[src/rtl/init_load_seq.sv]
// Init-load sequencer: runs enabled channel loaders one at a time,
// retries failed channels, and muxes the active source read request.
module init_load_seq #(
    parameter int NCH       = 6,
    parameter int AW        = 25,
    parameter int LW        = 24,
    parameter int TMO_W     = 24,
    parameter int MAX_RETRY = 2
) (
    input  logic              sys_clk,
    input  logic              glbl_rst_n,
    input  logic              load_ram_en,
    input  logic [NCH-1:0]    ch_mask,
    output logic [NCH-1:0]    ch_en,
    input  logic [NCH-1:0]    ch_done,
    input  logic [NCH-1:0]    ch_error,
    input  logic [NCH-1:0]    ch_rden,
    input  logic [NCH*AW-1:0] ch_addr,
    input  logic [NCH*LW-1:0] ch_length,
    output logic              init_rden,
    output logic [AW-1:0]     init_addr,
    output logic [LW-1:0]     init_length,
    output logic              load_ram_done,
    output logic              load_ram_error,
    output logic [NCH-1:0]    err_vec,
    output logic              busy
);

    localparam int IW = $clog2(NCH + 1);

    typedef enum logic [2:0] {
        IDLE,
        SCAN,
        RUN,
        GAP,
        FINISH
    } state_t;

    state_t           state, state_d;
    logic [IW-1:0]    idx, idx_d;
    logic [2:0]       retry_cnt, retry_d;
    logic [TMO_W-1:0] timer, timer_d;
    logic [NCH-1:0]   mask_q, mask_d;
    logic [NCH-1:0]   ch_en_d, err_d;
    logic             done_d, error_d, busy_d;
    logic             en_q;
    logic             rise, fall;

    logic [NCH-1:0]   sel_oh;
    logic             sel_mask, sel_done, sel_err, sel_rden;
    logic [AW-1:0]    sel_addr;
    logic [LW-1:0]    sel_len;

    // Decode the active index to one-hot and pick that channel's inputs
    always_comb begin
        sel_oh   = '0;
        sel_rden = 1'b0;
        sel_addr = '0;
        sel_len  = '0;
        for (int i = 0; i < NCH; i++) begin
            if (idx == IW'(i)) begin
                sel_oh[i] = 1'b1;
                sel_rden  = ch_rden[i];
                sel_addr  = ch_addr[i*AW +: AW];
                sel_len   = ch_length[i*LW +: LW];
            end
        end
    end

    assign sel_mask = |(mask_q & sel_oh);
    assign sel_done = |(ch_done & sel_oh);
    assign sel_err  = |(ch_error & sel_oh);
    assign rise     = load_ram_en & ~en_q;
    assign fall     = ~load_ram_en & en_q;

    // Next-state and next-output logic; abort outranks all channel events
    always_comb begin
        state_d = state;
        idx_d   = idx;
        retry_d = retry_cnt;
        timer_d = timer;
        mask_d  = mask_q;
        ch_en_d = ch_en;
        err_d   = err_vec;
        done_d  = load_ram_done;
        error_d = load_ram_error;
        busy_d  = busy;
        unique case (state)
            IDLE: begin
                if (rise) begin
                    mask_d  = ch_mask;
                    err_d   = '0;
                    done_d  = 1'b0;
                    error_d = 1'b0;
                    idx_d   = '0;
                    busy_d  = 1'b1;
                    state_d = SCAN;
                end
            end
            SCAN, RUN, GAP: begin
                if (fall) begin
                    err_d   = err_vec | sel_oh;
                    ch_en_d = '0;
                    error_d = 1'b1;
                    busy_d  = 1'b0;
                    state_d = IDLE;
                end else if (state == SCAN) begin
                    if (idx == IW'(NCH)) begin
                        state_d = FINISH;
                    end else if (!sel_mask) begin
                        idx_d = idx + IW'(1);
                    end else begin
                        retry_d = '0;
                        timer_d = '0;
                        state_d = RUN;
                    end
                end else if (state == GAP) begin
                    timer_d = '0;
                    ch_en_d = sel_oh;
                    state_d = RUN;
                end else if (sel_err || (&timer)) begin
                    ch_en_d = '0;
                    if (retry_cnt < 3'(MAX_RETRY)) begin
                        retry_d = retry_cnt + 3'd1;
                        state_d = GAP;
                    end else begin
                        err_d   = err_vec | sel_oh;
                        idx_d   = idx + IW'(1);
                        state_d = SCAN;
                    end
                end else if (sel_done) begin
                    ch_en_d = '0;
                    idx_d   = idx + IW'(1);
                    state_d = SCAN;
                end else begin
                    ch_en_d = sel_oh;
                    timer_d = timer + TMO_W'(1);
                end
            end
            FINISH: begin
                done_d  = (err_vec == '0);
                error_d = (err_vec != '0);
                busy_d  = 1'b0;
                state_d = IDLE;
            end
            default: state_d = IDLE;
        endcase
    end

    // Sequence state, bookkeeping and result registers
    always_ff @(posedge sys_clk or negedge glbl_rst_n) begin
        if (!glbl_rst_n) begin
            state          <= IDLE;
            idx            <= '0;
            retry_cnt      <= '0;
            timer          <= '0;
            mask_q         <= '0;
            ch_en          <= '0;
            err_vec        <= '0;
            load_ram_done  <= 1'b0;
            load_ram_error <= 1'b0;
            busy           <= 1'b0;
            en_q           <= 1'b0;
        end else begin
            state          <= state_d;
            idx            <= idx_d;
            retry_cnt      <= retry_d;
            timer          <= timer_d;
            mask_q         <= mask_d;
            ch_en          <= ch_en_d;
            err_vec        <= err_d;
            load_ram_done  <= done_d;
            load_ram_error <= error_d;
            busy           <= busy_d;
            en_q           <= load_ram_en;
        end
    end

    // Registered source read mux, only the running channel gets through
    always_ff @(posedge sys_clk or negedge glbl_rst_n) begin
        if (!glbl_rst_n) begin
            init_rden   <= 1'b0;
            init_addr   <= '0;
            init_length <= '0;
        end else if (state == RUN) begin
            init_rden   <= sel_rden;
            init_addr   <= sel_addr;
            init_length <= sel_len;
        end else begin
            init_rden   <= 1'b0;
            init_addr   <= '0;
            init_length <= '0;
        end
    end

endmodule

[config.mk]
export PLATFORM = sky130hd
export DESIGN_NAME = init_load_seq
export DESIGN_NICKNAME = d
export VERILOG_FILES = /design/src/rtl/init_load_seq.sv
export SDC_FILE = /design/constraint.sdc
export NUM_CORES = 1
export LEC_CHECK = 0
export ABC_AREA = 1
export CELL_PAD_IN_SITES_DETAIL_PLACEMENT = 1
export CELL_PAD_IN_SITES_GLOBAL_PLACEMENT = 2
export CORE_MARGIN = 4
export CORE_UTILIZATION = 18
export CTS_CLUSTER_SIZE = 24
export DETAILED_ROUTE_END_ITERATION = 8
export PLACE_DENSITY_LB_ADDON = 0.2
export SETUP_SLACK_MARGIN = 0.02
export SLEW_MARGIN = 10
export SYNTH_ARGS = -nofsm -noshare
export SYNTH_HDL_FRONTEND = slang
export SYNTH_SLANG_ARGS = --single-unit
[constraint.sdc]
create_clock -name sys_clk -period 2 [get_ports sys_clk]
set_input_delay 0.4 -clock sys_clk [delete_from_list [all_inputs] [get_ports sys_clk]]
set_output_delay 0.4 -clock sys_clk [all_outputs]
set_load 0.01 [all_outputs]
==> reports/metrics.cfg <==
[drt]
wirelength_um=44490
drc=0
firstDrtPassIters=4
drtAntennaViolNets=0
avgViaCountPerCell=4.533
drt-initial-drc-count=370
vias=9438
wire_per_inst_um=21.37

[synthesis]
ys_ff_latch=105
ys_async_sr_fraction_pct=100.0
synth_cells=1135
ys_types=32
synth.most_common_cell=nand2_1
ys.flop_type=dfrtp_1
synth_area_um2=7346
yosys-top-cells-area=dfrtp_1 36%, nand2_1 21%, o21ai_0 11%
yosys.area.top_type=dfrtp_1
netlist.area_leader.share_pct=35.77
seq_area_frac_synth_pct=35.77
synth_nets=1463
synth_edf_count=0
synth_common_cells=405 x nand2_1, 164 x o21ai_0, 105 x dfrtp_1
yosysWarnings=0
synth.avg_cell_area_um2=6.472

[finish]
fin_util_pct=32.94
fin_area_um2=13180
fillers=4880
final_net_count=1877
drive_gt1_share_pct=12.55
syn2layout_area_growth_pct=79.37

[timing]
rsz0062_at_grt=yes
hold_violations=0
period_minus_slack_ps=1975
finalSetupViolCount=0
fin_ws_ps=25.37
slew_headroom_pct=67.52
fmax_mhz=506.4
whs_ps=482.2
post-route-period-util_pct=98.73
worst_pin_slew_ps=487.1
setup-tns-final_ps=0
drv_slew=0
fin_skew_ps=9.483

[power]
p_clk_share_pct=14.7
switching_share_pct=44.86
seqPwrFrac_pct=20.2
power_leakage_uw=0.005746
ir_worst_vdd_v=0.0004304
p_comb_share_pct=65.1
power.switching_uw=6365
p_int_uw=7823
power_density_nw_per_um2=1077

[floorplan]
placementRows=73
die_w_um=210.0
die_area_um2=44110
core_region_area_um2=40010
design.portCount=386
initial_core_util_pct=18.36
die_h_um=210.0

[job]
drv_cap=0

[grt]
first_global_vias=10180
grt_max_degree=101
grt_use_total_pct=19.17
antenna_found_initial=10
grt_pass1_wl_um=65050
overflow=0

[setup_path]
worst-endpoint-arrival_ps=2220
critPathKind=flip-flop to flip-flop
crit_chain=buf_6 -> ha_4 -> buf_4 -> nand3_2 -> nand2_2 -> nor3_4 -> nand3_4 -> nand2_4 -> nand2_8 -> clkbuf_16 -> nand2_1 -> o21ai_1
cpLargestDelayFamily=simple AND/OR/NAND/NOR gates
critPathBufInv=3
worstPathMaxFanout=7
end_kind=flip-flop
worstPathRequired_ps=2250
startpoint_type=flip-flop
crit_path_max_incr_delay_ps=440
crit_path_top_delay_cell=dfrtp_2

[status]
outcome=completed

[cts]
cts_tree=done
clock-sinks=105
clk_path_buf_depth=2
cts-root-buf=clkbuf_16
cts_made_buffers=9
clk_latency_ps=370
cts.clk_slew.worst_paths_ps=80
htreeDepth=3

[placed_design]
dp_slack_ps=-164.6
dpl.hpwl_um=34580
port_buffers=385
place_area_um2=12300
gp_congestion=0.8305

[min_path]
hp-class=flip-flop to flip-flop

==> worst reg2reg max path: stages (launching register included) <==
cell       delay [ps]
dfrtp_2           440
buf_6             130
ha_4              150
buf_4             130
nand3_2            50
nand2_2            70
nor3_4            260
nand3_4           130
nand2_4           110
nand2_8           100
clkbuf_16         170
nand2_1            50
o21ai_1            60
==> per-layer routing <==
| layer | wire, µm | track usage [%] | share of wire (%) |
|---|---|---|---|
| met5 | 111 | 0 | 0.25 |
| met4 | 937 | 4.298 | 2.1 |
| met3 | 2783 | 5.164 | 6.3 |
| met2 | 22310 | 33.93 | 50 |
| met1 | 18350 | 23.36 | 41 |
==> metrics by stage <==
step / total power, µW / cells
detailed placement: 11180 / 2048
global route: 15370 / 2080
CTS: 13650 / 2070
floorplan: 7130 / 1135
finish: 14190 / 2082
global placement: 11100 / 2048
==> path summary, 6_finish.rpt <==
kind                       startpoint               to  cells past startpoint  slack (ps)
max reg2reg                    idx[1]        timer[11]                     12          30
min                              busy             busy                      2         480
min reg2reg                      busy             busy                      2         480
min in group asynchronous  glbl_rst_n   init_length[4]                      2         500
max in group asynchronous  glbl_rst_n  init_length[18]                      3         900
max                            idx[1]        timer[11]                     12          30
==> flip-flops by register name, indices dropped and copies added, names as in the netlist <==
signal	cells
en_q	1
busy	1
ch_en	6
state	3
init_length	24
load_ram_error	1
idx	3
init_rden	1
mask_q	6
retry_cnt	3
init_addr	25
err_vec	6
timer	24
load_ram_done	1
==> cell families (layout without fill, tap and decap cells) <==
group	Yosys count	count (layout)	share of synthesized area, %
simple gates	585	585	32.67
compound gates	304	304	21.89
buf+inv	121	540	6.728
flops	105	105	35.77
fa+ha+maj	7	7	1.192
xor+xnor	7	7	0.8346
mux	6	6	0.9197
other cells	0	3	0
==> power groups by stage <==
stage | clock, µW | combinational (µW) | sequential [µW]
2_1_floorplan | 0 | 4150 | 2980
3_3_place_gp | 0 | 8230 | 2880
3_5_place_dp | 0 | 8290 | 2890
4_1_cts | 2190 | 8610 | 2860
5_1_grt | 2250 | 10200 | 2930
6_report | 2090 | 9230 | 2860
==> final cells by class <==
| type | instances | area, µm² | area share, % |
|---|---|---|---|
| clock inverter | 7 | 101.3 | 0.7692 |
| timing repair buffer | 477 | 4876 | 37.01 |
| sequential | 105 | 2630 | 19.96 |
| multi-input combinational | 909 | 4493 | 34.10 |
| antenna | 3 | 7.507 | 0.05697 |
| tap | 525 | 656.9 | 4.985 |
| clock buffer | 9 | 225.2 | 1.709 |
| inverter | 47 | 186.4 | 1.415 |
==> placed cells by master (no fill, tap or decap), types with 8 or more instances in the layout <==
cell	netlist	final
o21ai_2	0	11
nand2_2	2	24
nor2_1	99	96
nand4_1	26	26
clkdlybuf4s50_1	0	384
nand2_4	2	8
nand3_1	31	28
o21ai_0	164	123
o21ai_1	23	53
a21oi_1	58	56
nand2_1	405	376
clkbuf_16	0	13
inv_1	41	35
buf_12	0	17
a31oi_1	49	48
dfrtp_1	105	103
buf_6	3	13
buf_4	3	58
==> repair_timing <==
action                                 in CTS  in global routing
pin swaps                                   6                 22
gates resized for setup                    29                108
endpoints found under the hold margin      17                  0
hold buffers                                1                  0
buffers inserted                            5                  4
gates cloned                                0                  5
setup endpoints to repair                  59                 94
(Power assumes the default switching activity.)
